--- config.mk ---
export PLATFORM = sky130hd
export DESIGN_NAME = axi_mem_arbiter_flat
export DESIGN_NICKNAME = d
export VERILOG_FILES = /design/src/rtl/axi_mem_arbiter_if.sv /design/src/rtl/axi_mem_arbiter.sv /design/src/flat_wrapper.sv
export SDC_FILE = /design/constraint.sdc
export NUM_CORES = 1
export LEC_CHECK = 0
export CAP_MARGIN = 40
export CORE_AREA = 4 4 204 206
export DETAILED_ROUTE_END_ITERATION = 8
export DIE_AREA = 0 0 208 210
export SLEW_MARGIN = 25
export SYNTH_ARGS = -nofsm -noshare
export SYNTH_HDL_FRONTEND = slang
export SYNTH_SLANG_ARGS = --single-unit
export TNS_END_PERCENT = 100
--- constraint.sdc ---
create_clock -name clk -period 3.3 [get_ports clk]
set_clock_uncertainty 0.1 [all_clocks]
set_input_delay 0.66 -clock clk [delete_from_list [all_inputs] [get_ports clk]]
set_output_delay 0.66 -clock clk [all_outputs]
set_load 0.02 [all_outputs]
--- src/rtl/axi_mem_arbiter_if.sv ---
// Simplified AXI-style memory bus: AR/R read channels plus AW/W/B write channels.
// Handshake rule for every channel: a transfer happens on the rising clock edge
// where both valid and ready are high. A source holding valid must keep valid and
// its payload stable until that edge; ready may change freely.
interface axi_mem_arbiter_if #(
    parameter int ADDR_W = 32,
    parameter int DATA_W = 32
);
    logic              arvalid;
    logic [ADDR_W-1:0] araddr;
    logic [3:0]        arsize;
    logic              load_unsign;
    logic              arready;
    logic [DATA_W-1:0] rdata;
    logic              rresp;
    logic              rvalid;
    logic              rready;
    logic              awvalid;
    logic [ADDR_W-1:0] awaddr;
    logic              awready;
    logic              wvalid;
    logic [DATA_W-1:0] wdata;
    logic [31:0]       wstrb;
    logic              wready;
    logic              bresp;
    logic              bvalid;
    logic              bready;

    // Requesting side (a CPU unit, or the arbiter facing the memory)
    modport master (
        output arvalid, araddr, arsize, load_unsign, rready,
        output awvalid, awaddr, wvalid, wdata, wstrb, bready,
        input  arready, rdata, rresp, rvalid,
        input  awready, wready, bresp, bvalid
    );

    // Responding side (the memory, or the arbiter facing a CPU unit)
    modport slave (
        input  arvalid, araddr, arsize, load_unsign, rready,
        input  awvalid, awaddr, wvalid, wdata, wstrb, bready,
        output arready, rdata, rresp, rvalid,
        output awready, wready, bresp, bvalid
    );
endinterface

--- src/rtl/axi_mem_arbiter.sv ---
// Two-master, one-slave memory arbiter. Master 0 (IFU) reads only, master 1 (LSU)
// reads and writes. One whole transaction is granted at a time; writes win, and
// contested reads alternate using last_rd. Routing is purely combinational.
module axi_mem_arbiter #(
    parameter int ADDR_W = 32,
    parameter int DATA_W = 32
) (
    input  logic                 clk,
    input  logic                 rst_n,
    axi_mem_arbiter_if.slave     m0,
    axi_mem_arbiter_if.slave     m1,
    axi_mem_arbiter_if.master    s,
    output logic [1:0]           state_o,
    output logic                 last_rd_o
);
    typedef enum logic [1:0] {
        IDLE = 2'd0,
        RD0  = 2'd1,
        RD1  = 2'd2,
        WR1  = 2'd3
    } state_t;

    state_t state_q, state_d;
    logic   last_rd_q, last_rd_d;

    // The IFU never writes; its write-channel inputs are intentionally ignored.
    logic unused_m0_wr;
    assign unused_m0_wr = &{1'b0, m0.awvalid, m0.awaddr, m0.wvalid,
                            m0.wdata, m0.wstrb, m0.bready};

    assign state_o   = state_q;
    assign last_rd_o = last_rd_q;

    // Next-state: arbitrate only in IDLE, release on the granted response handshake.
    always_comb begin
        state_d   = state_q;
        last_rd_d = last_rd_q;
        case (state_q)
            IDLE: begin
                if (m1.awvalid || m1.wvalid) begin
                    state_d = WR1;
                end else if (m0.arvalid && m1.arvalid) begin
                    if (last_rd_q) begin
                        state_d   = RD0;
                        last_rd_d = 1'b0;
                    end else begin
                        state_d   = RD1;
                        last_rd_d = 1'b1;
                    end
                end else if (m0.arvalid) begin
                    state_d   = RD0;
                    last_rd_d = 1'b0;
                end else if (m1.arvalid) begin
                    state_d   = RD1;
                    last_rd_d = 1'b1;
                end
            end
            RD0: if (s.rvalid && m0.rready) state_d = IDLE;
            RD1: if (s.rvalid && m1.rready) state_d = IDLE;
            WR1: if (s.bvalid && m1.bready) state_d = IDLE;
            default: state_d = IDLE;
        endcase
    end

    // State register; reset makes the first contested read go to the IFU.
    always_ff @(posedge clk or negedge rst_n) begin
        if (!rst_n) begin
            state_q   <= IDLE;
            last_rd_q <= 1'b1;
        end else begin
            state_q   <= state_d;
            last_rd_q <= last_rd_d;
        end
    end

    // Channel routing: only the granted master's channels are connected, all else 0.
    always_comb begin
        s.arvalid     = 1'b0;
        s.araddr      = {ADDR_W{1'b0}};
        s.arsize      = 4'd0;
        s.load_unsign = 1'b0;
        s.rready      = 1'b0;
        s.awvalid     = 1'b0;
        s.awaddr      = {ADDR_W{1'b0}};
        s.wvalid      = 1'b0;
        s.wdata       = {DATA_W{1'b0}};
        s.wstrb       = 32'd0;
        s.bready      = 1'b0;
        m0.arready    = 1'b0;
        m0.rdata      = {DATA_W{1'b0}};
        m0.rresp      = 1'b0;
        m0.rvalid     = 1'b0;
        m0.awready    = 1'b0;
        m0.wready     = 1'b0;
        m0.bresp      = 1'b0;
        m0.bvalid     = 1'b0;
        m1.arready    = 1'b0;
        m1.rdata      = {DATA_W{1'b0}};
        m1.rresp      = 1'b0;
        m1.rvalid     = 1'b0;
        m1.awready    = 1'b0;
        m1.wready     = 1'b0;
        m1.bresp      = 1'b0;
        m1.bvalid     = 1'b0;
        case (state_q)
            RD0: begin
                s.arvalid     = m0.arvalid;
                s.araddr      = m0.araddr;
                s.arsize      = m0.arsize;
                s.load_unsign = m0.load_unsign;
                s.rready      = m0.rready;
                m0.arready    = s.arready;
                m0.rdata      = s.rdata;
                m0.rresp      = s.rresp;
                m0.rvalid     = s.rvalid;
            end
            RD1: begin
                s.arvalid     = m1.arvalid;
                s.araddr      = m1.araddr;
                s.arsize      = m1.arsize;
                s.load_unsign = m1.load_unsign;
                s.rready      = m1.rready;
                m1.arready    = s.arready;
                m1.rdata      = s.rdata;
                m1.rresp      = s.rresp;
                m1.rvalid     = s.rvalid;
            end
            WR1: begin
                s.awvalid  = m1.awvalid;
                s.awaddr   = m1.awaddr;
                s.wvalid   = m1.wvalid;
                s.wdata    = m1.wdata;
                s.wstrb    = m1.wstrb;
                s.bready   = m1.bready;
                m1.awready = s.awready;
                m1.wready  = s.wready;
                m1.bresp   = s.bresp;
                m1.bvalid  = s.bvalid;
            end
            default: ;
        endcase
    end
endmodule
--- src/flat_wrapper.sv ---
// flat-port wrapper written by rule: the top's interface ports become plain ports
module axi_mem_arbiter_flat 
#(
    parameter int ADDR_W = 32,
    parameter int DATA_W = 32
)
  (clk, rst_n, state_o, last_rd_o, m0_arvalid, m0_araddr, m0_arsize, m0_load_unsign, m0_rready, m0_awvalid, m0_awaddr, m0_wvalid, m0_wdata, m0_wstrb, m0_bready, m0_arready, m0_rdata, m0_rresp, m0_rvalid, m0_awready, m0_wready, m0_bresp, m0_bvalid, m1_arvalid, m1_araddr, m1_arsize, m1_load_unsign, m1_rready, m1_awvalid, m1_awaddr, m1_wvalid, m1_wdata, m1_wstrb, m1_bready, m1_arready, m1_rdata, m1_rresp, m1_rvalid, m1_awready, m1_wready, m1_bresp, m1_bvalid, s_arvalid, s_araddr, s_arsize, s_load_unsign, s_rready, s_awvalid, s_awaddr, s_wvalid, s_wdata, s_wstrb, s_bready, s_arready, s_rdata, s_rresp, s_rvalid, s_awready, s_wready, s_bresp, s_bvalid);
  axi_mem_arbiter_if #(.ADDR_W(ADDR_W), .DATA_W(DATA_W)) m0_i ();
  axi_mem_arbiter_if #(.ADDR_W(ADDR_W), .DATA_W(DATA_W)) m1_i ();
  axi_mem_arbiter_if #(.ADDR_W(ADDR_W), .DATA_W(DATA_W)) s_i ();
  input  logic clk;
  input  logic rst_n;
  output logic [1:0] state_o;
  output logic last_rd_o;
  input wire logic [$bits(m0_i.arvalid)-1:0] m0_arvalid;
  input wire logic [$bits(m0_i.araddr)-1:0] m0_araddr;
  input wire logic [$bits(m0_i.arsize)-1:0] m0_arsize;
  input wire logic [$bits(m0_i.load_unsign)-1:0] m0_load_unsign;
  input wire logic [$bits(m0_i.rready)-1:0] m0_rready;
  input wire logic [$bits(m0_i.awvalid)-1:0] m0_awvalid;
  input wire logic [$bits(m0_i.awaddr)-1:0] m0_awaddr;
  input wire logic [$bits(m0_i.wvalid)-1:0] m0_wvalid;
  input wire logic [$bits(m0_i.wdata)-1:0] m0_wdata;
  input wire logic [$bits(m0_i.wstrb)-1:0] m0_wstrb;
  input wire logic [$bits(m0_i.bready)-1:0] m0_bready;
  output wire logic [$bits(m0_i.arready)-1:0] m0_arready;
  output wire logic [$bits(m0_i.rdata)-1:0] m0_rdata;
  output wire logic [$bits(m0_i.rresp)-1:0] m0_rresp;
  output wire logic [$bits(m0_i.rvalid)-1:0] m0_rvalid;
  output wire logic [$bits(m0_i.awready)-1:0] m0_awready;
  output wire logic [$bits(m0_i.wready)-1:0] m0_wready;
  output wire logic [$bits(m0_i.bresp)-1:0] m0_bresp;
  output wire logic [$bits(m0_i.bvalid)-1:0] m0_bvalid;
  input wire logic [$bits(m1_i.arvalid)-1:0] m1_arvalid;
  input wire logic [$bits(m1_i.araddr)-1:0] m1_araddr;
  input wire logic [$bits(m1_i.arsize)-1:0] m1_arsize;
  input wire logic [$bits(m1_i.load_unsign)-1:0] m1_load_unsign;
  input wire logic [$bits(m1_i.rready)-1:0] m1_rready;
  input wire logic [$bits(m1_i.awvalid)-1:0] m1_awvalid;
  input wire logic [$bits(m1_i.awaddr)-1:0] m1_awaddr;
  input wire logic [$bits(m1_i.wvalid)-1:0] m1_wvalid;
  input wire logic [$bits(m1_i.wdata)-1:0] m1_wdata;
  input wire logic [$bits(m1_i.wstrb)-1:0] m1_wstrb;
  input wire logic [$bits(m1_i.bready)-1:0] m1_bready;
  output wire logic [$bits(m1_i.arready)-1:0] m1_arready;
  output wire logic [$bits(m1_i.rdata)-1:0] m1_rdata;
  output wire logic [$bits(m1_i.rresp)-1:0] m1_rresp;
  output wire logic [$bits(m1_i.rvalid)-1:0] m1_rvalid;
  output wire logic [$bits(m1_i.awready)-1:0] m1_awready;
  output wire logic [$bits(m1_i.wready)-1:0] m1_wready;
  output wire logic [$bits(m1_i.bresp)-1:0] m1_bresp;
  output wire logic [$bits(m1_i.bvalid)-1:0] m1_bvalid;
  output wire logic [$bits(s_i.arvalid)-1:0] s_arvalid;
  output wire logic [$bits(s_i.araddr)-1:0] s_araddr;
  output wire logic [$bits(s_i.arsize)-1:0] s_arsize;
  output wire logic [$bits(s_i.load_unsign)-1:0] s_load_unsign;
  output wire logic [$bits(s_i.rready)-1:0] s_rready;
  output wire logic [$bits(s_i.awvalid)-1:0] s_awvalid;
  output wire logic [$bits(s_i.awaddr)-1:0] s_awaddr;
  output wire logic [$bits(s_i.wvalid)-1:0] s_wvalid;
  output wire logic [$bits(s_i.wdata)-1:0] s_wdata;
  output wire logic [$bits(s_i.wstrb)-1:0] s_wstrb;
  output wire logic [$bits(s_i.bready)-1:0] s_bready;
  input wire logic [$bits(s_i.arready)-1:0] s_arready;
  input wire logic [$bits(s_i.rdata)-1:0] s_rdata;
  input wire logic [$bits(s_i.rresp)-1:0] s_rresp;
  input wire logic [$bits(s_i.rvalid)-1:0] s_rvalid;
  input wire logic [$bits(s_i.awready)-1:0] s_awready;
  input wire logic [$bits(s_i.wready)-1:0] s_wready;
  input wire logic [$bits(s_i.bresp)-1:0] s_bresp;
  input wire logic [$bits(s_i.bvalid)-1:0] s_bvalid;
  assign m0_i.arvalid = m0_arvalid;
  assign m0_i.araddr = m0_araddr;
  assign m0_i.arsize = m0_arsize;
  assign m0_i.load_unsign = m0_load_unsign;
  assign m0_i.rready = m0_rready;
  assign m0_i.awvalid = m0_awvalid;
  assign m0_i.awaddr = m0_awaddr;
  assign m0_i.wvalid = m0_wvalid;
  assign m0_i.wdata = m0_wdata;
  assign m0_i.wstrb = m0_wstrb;
  assign m0_i.bready = m0_bready;
  assign m0_arready = m0_i.arready;
  assign m0_rdata = m0_i.rdata;
  assign m0_rresp = m0_i.rresp;
  assign m0_rvalid = m0_i.rvalid;
  assign m0_awready = m0_i.awready;
  assign m0_wready = m0_i.wready;
  assign m0_bresp = m0_i.bresp;
  assign m0_bvalid = m0_i.bvalid;
  assign m1_i.arvalid = m1_arvalid;
  assign m1_i.araddr = m1_araddr;
  assign m1_i.arsize = m1_arsize;
  assign m1_i.load_unsign = m1_load_unsign;
  assign m1_i.rready = m1_rready;
  assign m1_i.awvalid = m1_awvalid;
  assign m1_i.awaddr = m1_awaddr;
  assign m1_i.wvalid = m1_wvalid;
  assign m1_i.wdata = m1_wdata;
  assign m1_i.wstrb = m1_wstrb;
  assign m1_i.bready = m1_bready;
  assign m1_arready = m1_i.arready;
  assign m1_rdata = m1_i.rdata;
  assign m1_rresp = m1_i.rresp;
  assign m1_rvalid = m1_i.rvalid;
  assign m1_awready = m1_i.awready;
  assign m1_wready = m1_i.wready;
  assign m1_bresp = m1_i.bresp;
  assign m1_bvalid = m1_i.bvalid;
  assign s_arvalid = s_i.arvalid;
  assign s_araddr = s_i.araddr;
  assign s_arsize = s_i.arsize;
  assign s_load_unsign = s_i.load_unsign;
  assign s_rready = s_i.rready;
  assign s_awvalid = s_i.awvalid;
  assign s_awaddr = s_i.awaddr;
  assign s_wvalid = s_i.wvalid;
  assign s_wdata = s_i.wdata;
  assign s_wstrb = s_i.wstrb;
  assign s_bready = s_i.bready;
  assign s_i.arready = s_arready;
  assign s_i.rdata = s_rdata;
  assign s_i.rresp = s_rresp;
  assign s_i.rvalid = s_rvalid;
  assign s_i.awready = s_awready;
  assign s_i.wready = s_wready;
  assign s_i.bresp = s_bresp;
  assign s_i.bvalid = s_bvalid;
  axi_mem_arbiter #(.ADDR_W(ADDR_W), .DATA_W(DATA_W)) u_core (.clk(clk), .rst_n(rst_n), .m0(m0_i), .m1(m1_i), .s(s_i), .state_o(state_o), .last_rd_o(last_rd_o));
endmodule
Word-level counts from Yosys, hierarchy flattened

Index checks and enable logic that the tools add are counted.
Widths: inputs -> output; s select.

Input port bits: 317
Latch bits: 0
Memory bits (writable): 0
Memories kept: 0
Bits in read-only memories: 0
Output and inout bits: 219
Bits in registers: 3

Eq/ne operators: 7
Bitwise logic cells: 1
Magnitude comparators: 0
Reduce and logical (&&, ||, !) cells: 9
Mux-type cells: 36
Multiply operators: 0
Shift-type cells: 0
Divide/modulo/power cells: 0
$add $sub $neg: 0

Operators with widths:

| operator           | count |
|---|---|
| $mux 32            | 5 |
| $pmux 32 s2        | 1 |
| $mux 1             | 17 |
| $mux 2             | 8 |
| $pmux 2 s4         | 1 |
| $pmux 4 s2         | 1 |
| $ne 2x1->1 const B | 3 |
| $pmux 1 s2         | 3 |
| $ne 5x3->1 const B | 1 |
| $eq 2x2->1 const B | 2 |
| $logic_and 1x1->1  | 4 |
| $reduce_and 4->1   | 1 |
| $reduce_and 3->1   | 1 |
| $reduce_bool 3->1  | 1 |
| $eq 2x1->1 const B | 1 |
| $logic_not 2->1    | 1 |
| $logic_or 1x1->1   | 1 |
| $not 1->1          | 1 |

Depth between registers and ports, before layout

Gate-level depths: netlist of the first run.

Depth in word-level cells: 5
Depth in mapped cells: 6

Least setup slack after synthesis of the first run

No wires, ideal clock.

Kind: reg-to-output
From: register u_core.state_q[0] (netlist: u_core.state_o[0])
To: output s_araddr[21]
Buffers on the path: 2
Data arrival time: 1,688 ps
Stages on the path, launching flop included: 6
Required time: 2,540 ps
Slack: 852 ps
Cells stage by stage: dfrtp_1 -> inv_1 -> ha_1 -> clkbuf_1 -> clkbuf_1 -> nor2b_1

Word-level cells in the longest chain between the ends: 2

Ends and longest elaborated chain:

| item                                            | RTL line               | source |
|---|---|---|
| from (decl)                                     | axi_mem_arbiter.sv:23  | `state_t state_q, state_d;` |
| from (signal assigned)                          | axi_mem_arbiter.sv:71  | `state_q <= state_d;` |
| $eq 2x2->1 / $eq 2x1->1 (equally long branches) | axi_mem_arbiter.sv:105 | `case (state_q)` |
| $pmux 32 s2 *                                   | axi_mem_arbiter.sv:105 |  |
| to (decl)                                       | flat_wrapper.sv:54     | `output wire logic [$bits(s_i.araddr)-1:0] s_araddr;` |

Every way passes the cells marked *; elsewhere a longest branch is shown, timed or not.

Final worst setup path of the first run

From: register u_core.state_q[1] (netlist: u_core.state_o[1])
To: output s_araddr[30]

The elaborated chain is that of the path after synthesis.

==> run_results.csv, run 1 <==
group,metric,value,unit
status,status,"finished clean",
critical_path,critPathLaunch,"u_core.state_o[1]",
synthesis,synth-seq-cells,3,
power_and_ir_drop,p_sw,2.01,mW
timing,max_slew_margin,66.5,%
power_and_ir_drop,vdd_ir_drop_max,0.286,mV
clock_network,cts.htree.levels,1,
synthesis,yosysSeqAreaShare,3.71,%
timing,max_slew.worst_pin.slew,501,ps
power_and_ir_drop,sw_frac_of_total,48.0,%
grt,grt-ovfl-total,0,
power_and_ir_drop,p_int,2.18,mW
synthesis,synth_area,2060,µm²
critical_path,path_buf_inv,4,
clock_network,cts.hold.buffers_added,0,
critical_path,r2r_start,"u_core.state_o[1]",
critical_path,endpoint,"s_araddr[30]",
routing,dr.pass1.iters,4,
timing,min_period,3110,ps
routing,dr_total_vias,3853,
placement,dp.cells,1250,
clock_network,postCtsSetupRepairBufs,0,
routing,wire_per_inst,14.6,µm
critical_path,reg2reg_setup_slack,900,ps
critical_path,crit_cells,7,
critical_path,end_kind,"output pin",
grt,first_global_vias,4095,
power_and_ir_drop,pwr-share-comb,93.5,%
finish,drive_above_1_share,3.02,%
clock_network,cts-root-buf,"clkbuf_16",
finish,utilization,18.0,%
synthesis,async_flop_share,100,%
clock_network,numClockSinks,3,
critical_path,arrival,2350,ps
grt,grt_first_pass_wirelength,25.3,mm
floorplan,die_w,208,µm
job,drv_cap,0,
critical_path,slowest_stage,"clkdlybuf4s50_1",
timing,finalSetupTns,0,ps
power_and_ir_drop,leakagePower,2.48,nW
routing,wirelength,18.4,mm
critical_path,worstPathRequired,2540,ps
synthesis,synth_ff_type,"dfrtp_1",
synthesis,synthTopCellsByArea,"and2_1 53%, a22oi_1 14%, nor2b_1 12%",
timing,fmax,322,MHz
timing,rsz0062_at_grt,"no",
routing,drc,0,
critical_path,path_class,"reg2out",
finish,postLayoutCellArea,7150,µm²
floorplan,fp.dieH,210,µm
placement,place_area,7070,µm²
placement,place_congestion,0.842,
timing,slew_viol_final,0,
floorplan,pin_count,536,
timing,finalHoldViolCount,0,
synthesis,yosys.area.top_type,"and2_1",
synthesis,synth.top_cell.area_share,52.6,%
worst_hold_path,min-delay-start,"u_core.last_rd_o",
critical_path,cp-start-kind,"register",
synthesis,synth_edf_count,0,
clock_network,cts_buffer_depth,2,
critical_path,cp_cell_sequence,"inv_1, ha_2, buf_12, buf_12, a22oi_1, nor2b_1, clkdlybuf4s50_1",
routing,vias_per_cell,3.07,
timing,setup_viol,0,
grt,track_usage,7.51,%
clock_network,clk_pin_slew_worst_paths,30,ps
floorplan,die-area,43700,µm²
power_and_ir_drop,seqPwrFrac,1.9,%
placement,hpwl,16.5,mm
grt,grt_max_degree,66,
clock_network,cts_tree,"built",
floorplan,core,39600,µm²
critical_path,crit_family,"buffers and inverters",
clock_network,cts_made_buffers,3,
critical_path,cp_max_fo,33,
critical_path,r2r-end,"u_core.state_o[1]",
worst_hold_path,hold_path_class,"reg2reg",
synthesis,yosysWarnings,0,
routing,first_iter_violations,131,
power_and_ir_drop,power_density,585,nW/µm²
finish,area_delta_synth_final,248,%
timing,min_period_over_period,94.1,%
synthesis,synth_cell_types,23,
clock_network,ctsResizeCount,0,
critical_path,reg2regPathDepth,7,
finish,fin_cells,1257,
power_and_ir_drop,p_clk_share,4.6,%
finish,nFillCells,4447,
finish,nets,1052,
synthesis,syn_avg_cell_area,6.58,µm²
clock_network,clk-insertion-delay-late,220,ps
critical_path,cp_common_cell,"buf_12",
critical_path,crit_path_max_incr_delay,620,ps
grt,antenna_found_initial,3,
placement,portBuffers,432,
floorplan,start_util,5.19,%
synthesis,syn-instance-count,313,
floorplan,rows,73,
routing,antenna_left,0,
==> cell type report <==
cell class | count | area (µm²) | share of cell area [%]
tap | 525 | 657 | 9.18
inverter | 3 | 11.3 | 0.157
antenna | 3 | 7.51 | 0.105
clock buffer | 4 | 78.8 | 1.10
sequential | 3 | 76.3 | 1.07
timing repair buffer | 444 | 4490 | 62.8
multi-input combinational | 275 | 1830 | 25.6
==> worst min-delay path by stage <==
stage | endpoint | slack [ps] | cells past startpoint
floorplan | u_core.state_o[0] | 260 | 0
global placement | u_core.last_rd_o | 430 | 2
detailed placement | u_core.last_rd_o | 430 | 2
CTS | u_core.last_rd_o | 450 | 2
global route | u_core.last_rd_o | 500 | 2
finish | u_core.last_rd_o | 450 | 2
==> flip-flops by register name (all words and copies together), names as in the netlist <==
register,cells
u_core.last_rd_o,1
u_core.state_o,2
==> tightest hold or removal path: stages, from the launching register on <==
cell and delay (ps):
dfstp_2 370, a21oi_1 110, a31oi_1 60
==> stage by stage <==
stage | total power, mW | worst slack [ps] | hold WS, ps
2_1_floorplan | 2.01 | 852 | 264
3_3_place_gp | 4.06 | 317 | 435
3_5_place_dp | 4.09 | 302 | 432
4_1_cts | 4.29 | 124 | 449
5_1_grt | 4.45 | 23.1 | 504
6_report | 4.18 | 194 | 447
==> power by group through the flow <==
stage | registers (mW) | clock network, mW | logic (mW)
after detailed placement | 0.0829 | 0 | 4.00
after global routing | 0.0865 | 0.201 | 4.17
after floorplan | 0.0997 | 0 | 1.91
final | 0.0814 | 0.192 | 3.91
after CTS | 0.0827 | 0.195 | 4.01
after global placement | 0.0811 | 0 | 3.98
==> Yosys cell counts (all sizes together) (2+ instances only) <==
master	number
clkbuf	23
nor2b	39
a21boi	4
nor2	2
dfrtp	2
inv	3
ha	5
a31oi	2
a22oi	39
buf	12
and2	173
==> layout by cell type (no fill, tap or decap), drive strengths merged <==
cell type	n
dfstp	1
a31oi	2
or4	1
clkdlybuf4s50	432
a21boi	4
dfrtp	2
ha	5
nor2	2
inv	3
diode	3
and2	173
a22oi	39
buf	12
a21oi	1
nor3b	1
nor2b	39
clkbuf	4
nand2b	1
a2111oi	1
conb	4
mux2	1
o22ai	1
==> logic make-up (layout without fill, tap and decap cells) <==
| family | count (synthesis) | after routing | share of synthesized area [%] |
|---|---|---|---|
| adder cells (fa/ha/maj) | 5 | 5 | 3.04 |
| AO/OA/AOI/OAI | 48 | 48 | 18.2 |
| multiplexers | 1 | 1 | 0.547 |
| other | 1 | 7 | 0.182 |
| AND/OR/NAND/NOR | 217 | 217 | 66.2 |
| buffers and inverters | 38 | 451 | 8.15 |
| flip-flops | 3 | 3 | 3.71 |
==> routing by layer <==
layer | vias to the layer above | global-route usage, % | share of wire [%]
li1 | 1838 | - | -
met1 | 1682 | 7.39 | 35
met2 | 319 | 14.5 | 51
met3 | 12 | 3.44 | 13
met4 | 2 | 1.49 | 1.0
met5 | - | 0 | 0.071
Note: power is estimated with default switching activity, not from simulation.
==> inputs of run 2 (changes only) <==
- CAP_MARGIN: 40 -> default
- CORE_AREA: 4 4 204 206 -> 2 2 208 210
- DIE_AREA: 0 0 208 210 -> 0 0 210 212
==> run 2 against run 1 <==
  * Final cell count is 1.6% higher
  * Register-to-register slack better by 70 ps
  * Global-route usage is 0.47 points higher
  * Total power is 2.3% higher
  * Worst hold slack better by 20 ps
  * Wire length is 2.3% higher
  * Design area is 1.0% higher
==> run_results.csv, run 2 (synthesis results as in run 1) <==
group,metric,value,unit
status,status,"finished clean",
timing,min_period_over_period,95.4,%
timing,setup_viol,0,
placement,hpwl,17.0,mm
routing,dr.pass1.iters,4,
timing,rsz0062_at_grt,"no",
job,drv_cap,0,
floorplan,fp.dieH,212,µm
clock_network,clk-insertion-delay-late,220,ps
grt,track_usage,7.97,%
critical_path,arrival,2390,ps
critical_path,cp_cell_sequence,"inv_1, ha_2, buf_12, a22oi_1, nor2b_1, clkdlybuf4s50_1",
floorplan,die-area,44500,µm²
timing,fmax,318,MHz
routing,drc,0,
clock_network,cts-root-buf,"clkbuf_16",
floorplan,die_w,210,µm
worst_hold_path,hold_path_class,"reg2reg",
finish,layout_commonest_cell,"clkdlybuf4s50_1",
floorplan,start_util,4.84,%
floorplan,rows,76,
critical_path,cp_max_fo,25,
clock_network,cts.htree.levels,1,
finish,nFillCells,4761,
finish,seq_area,76.3,µm²
timing,finalSetupTns,0,ps
critical_path,worstPathRequired,2540,ps
grt,grt_first_pass_wirelength,25.9,mm
timing,max_slew.worst_pin.slew,708,ps
power_and_ir_drop,leakagePower,2.50,nW
critical_path,end_kind,"output pin",
power_and_ir_drop,vdd_ir_drop_max,0.271,mV
clock_network,cts_made_buffers,3,
clock_network,cts_buffer_depth,2,
floorplan,pin_count,536,
clock_network,clk_pin_slew_worst_paths,30,ps
timing,max_slew_margin,52.7,%
timing,setup_ws,153,ps
grt,first_global_vias,3924,
critical_path,crit_path_max_incr_delay,610,ps
placement,dp_slack,297,ps
clock_network,numClockSinks,3,
power_and_ir_drop,power_density,592,nW/µm²
routing,vias_per_cell,2.99,
timing,min_period,3150,ps
routing,antenna_left,0,
grt,grt-ovfl-total,0,
finish,final_cell_mix,"427 x clkdlybuf4s50_1, 173 x and2_1, 39 x a22oi_1, 39 x nor2b_1, 10 x buf_12",
grt,antenna_found_initial,4,
finish,fin_cells,1277,
power_and_ir_drop,fin_total_pwr,4.28,mW
critical_path,slowest_stage,"clkdlybuf4s50_1",
timing,slew_viol_final,0,
critical_path,cp-start-kind,"register",
routing,first_iter_violations,117,
placement,place_congestion,0.701,
floorplan,core,42500,µm²
clock_network,cts_tree,"built",
finish,multi_input_area,1840,µm²
finish,utilization,17.0,%
routing,wire_per_inst,14.7,µm
critical_path,path_class,"reg2out",
clock_network,cts.hold.buffers_added,0,
routing,dr_total_vias,3824,
timing,finalHoldViolCount,0,
finish,nets,1052,
grt,grt_max_degree,105,
finish,drive_above_1_share,3.70,%
placement,dp.cells,1271,
finish,area_delta_synth_final,251,%
placement,portBuffers,432,
finish,largest_register_ffs,2,
routing,wirelength,18.8,mm
## run 2: cell count changes in the layout (fill, tap and decap cells not counted)
cell	before	now
buf_12	6	10
clkdlybuf4s50_1	432	427
buf_6	0	1
diode_2	3	2
ha_2	3	2
ha_4	0	1
## run 2: timing repair
action	CTS	global route
gates resized for setup	0	2
setup buffers	0	0
endpoints found under the setup margin	0	4
## run 2: critical path: cells and delay by family (launching register included)
family	cells	cell delay (ps)
AOI/OAI and AO/OA	1	130
buffers and inverters	3	970
DFF	1	440
adders and majority gates	1	470
and+or+nand+nor	1	140
## run 2: area by class of cell
cell class / instances / area share (%)
Timing Repair Buffer: 444 / 62.7
Sequential cell: 3 / 1.06
Multi-Input combinational cell: 275 / 25.5
Antenna cell: 2 / 0.0692
Clock buffer: 4 / 1.09
Inverter: 3 / 0.156
Tap cell: 546 / 9.45
## run 2: path summary, 6_finish.rpt
kind	depth (start not counted)	start	endpoint	slack, ps
max	6	u_core.state_o[1]	s_araddr[0]	150
min	2	u_core.last_rd_o	u_core.last_rd_o	470
max reg2reg	6	u_core.state_o[1]	u_core.state_o[1]	970
min reg2reg	2	u_core.last_rd_o	u_core.last_rd_o	470
max in group asynchronous	1	rst_n	u_core.last_rd_o	2370
min in group asynchronous	1	rst_n	u_core.state_o[1]	520
## run 2: power breakdown
| part | switching (mW) | total, mW | internal (mW) |
|---|---|---|---|
| sequential | 0.0254 | 0.0860 | 0.0605 |
| clock | 0.0338 | 0.193 | 0.159 |
| combinational | 2.00 | 4.00 | 2.00 |
## run 2: routing by layer
layer,global-route usage (%),wire [µm],vias up
met3,3.56,2240,14
met5,0,54,-
li1,-,-,1836
met4,1.12,137,8
met1,6.69,5670,1674
met2,17.1,10700,292
## run 2: metrics by stage
stage	hold slack (ps)	cell area (µm²)
after floorplan	264	2070
after global placement	433	7130
after detailed placement	477	7130
after CTS	482	7210
after global routing	490	7220
final	468	7230
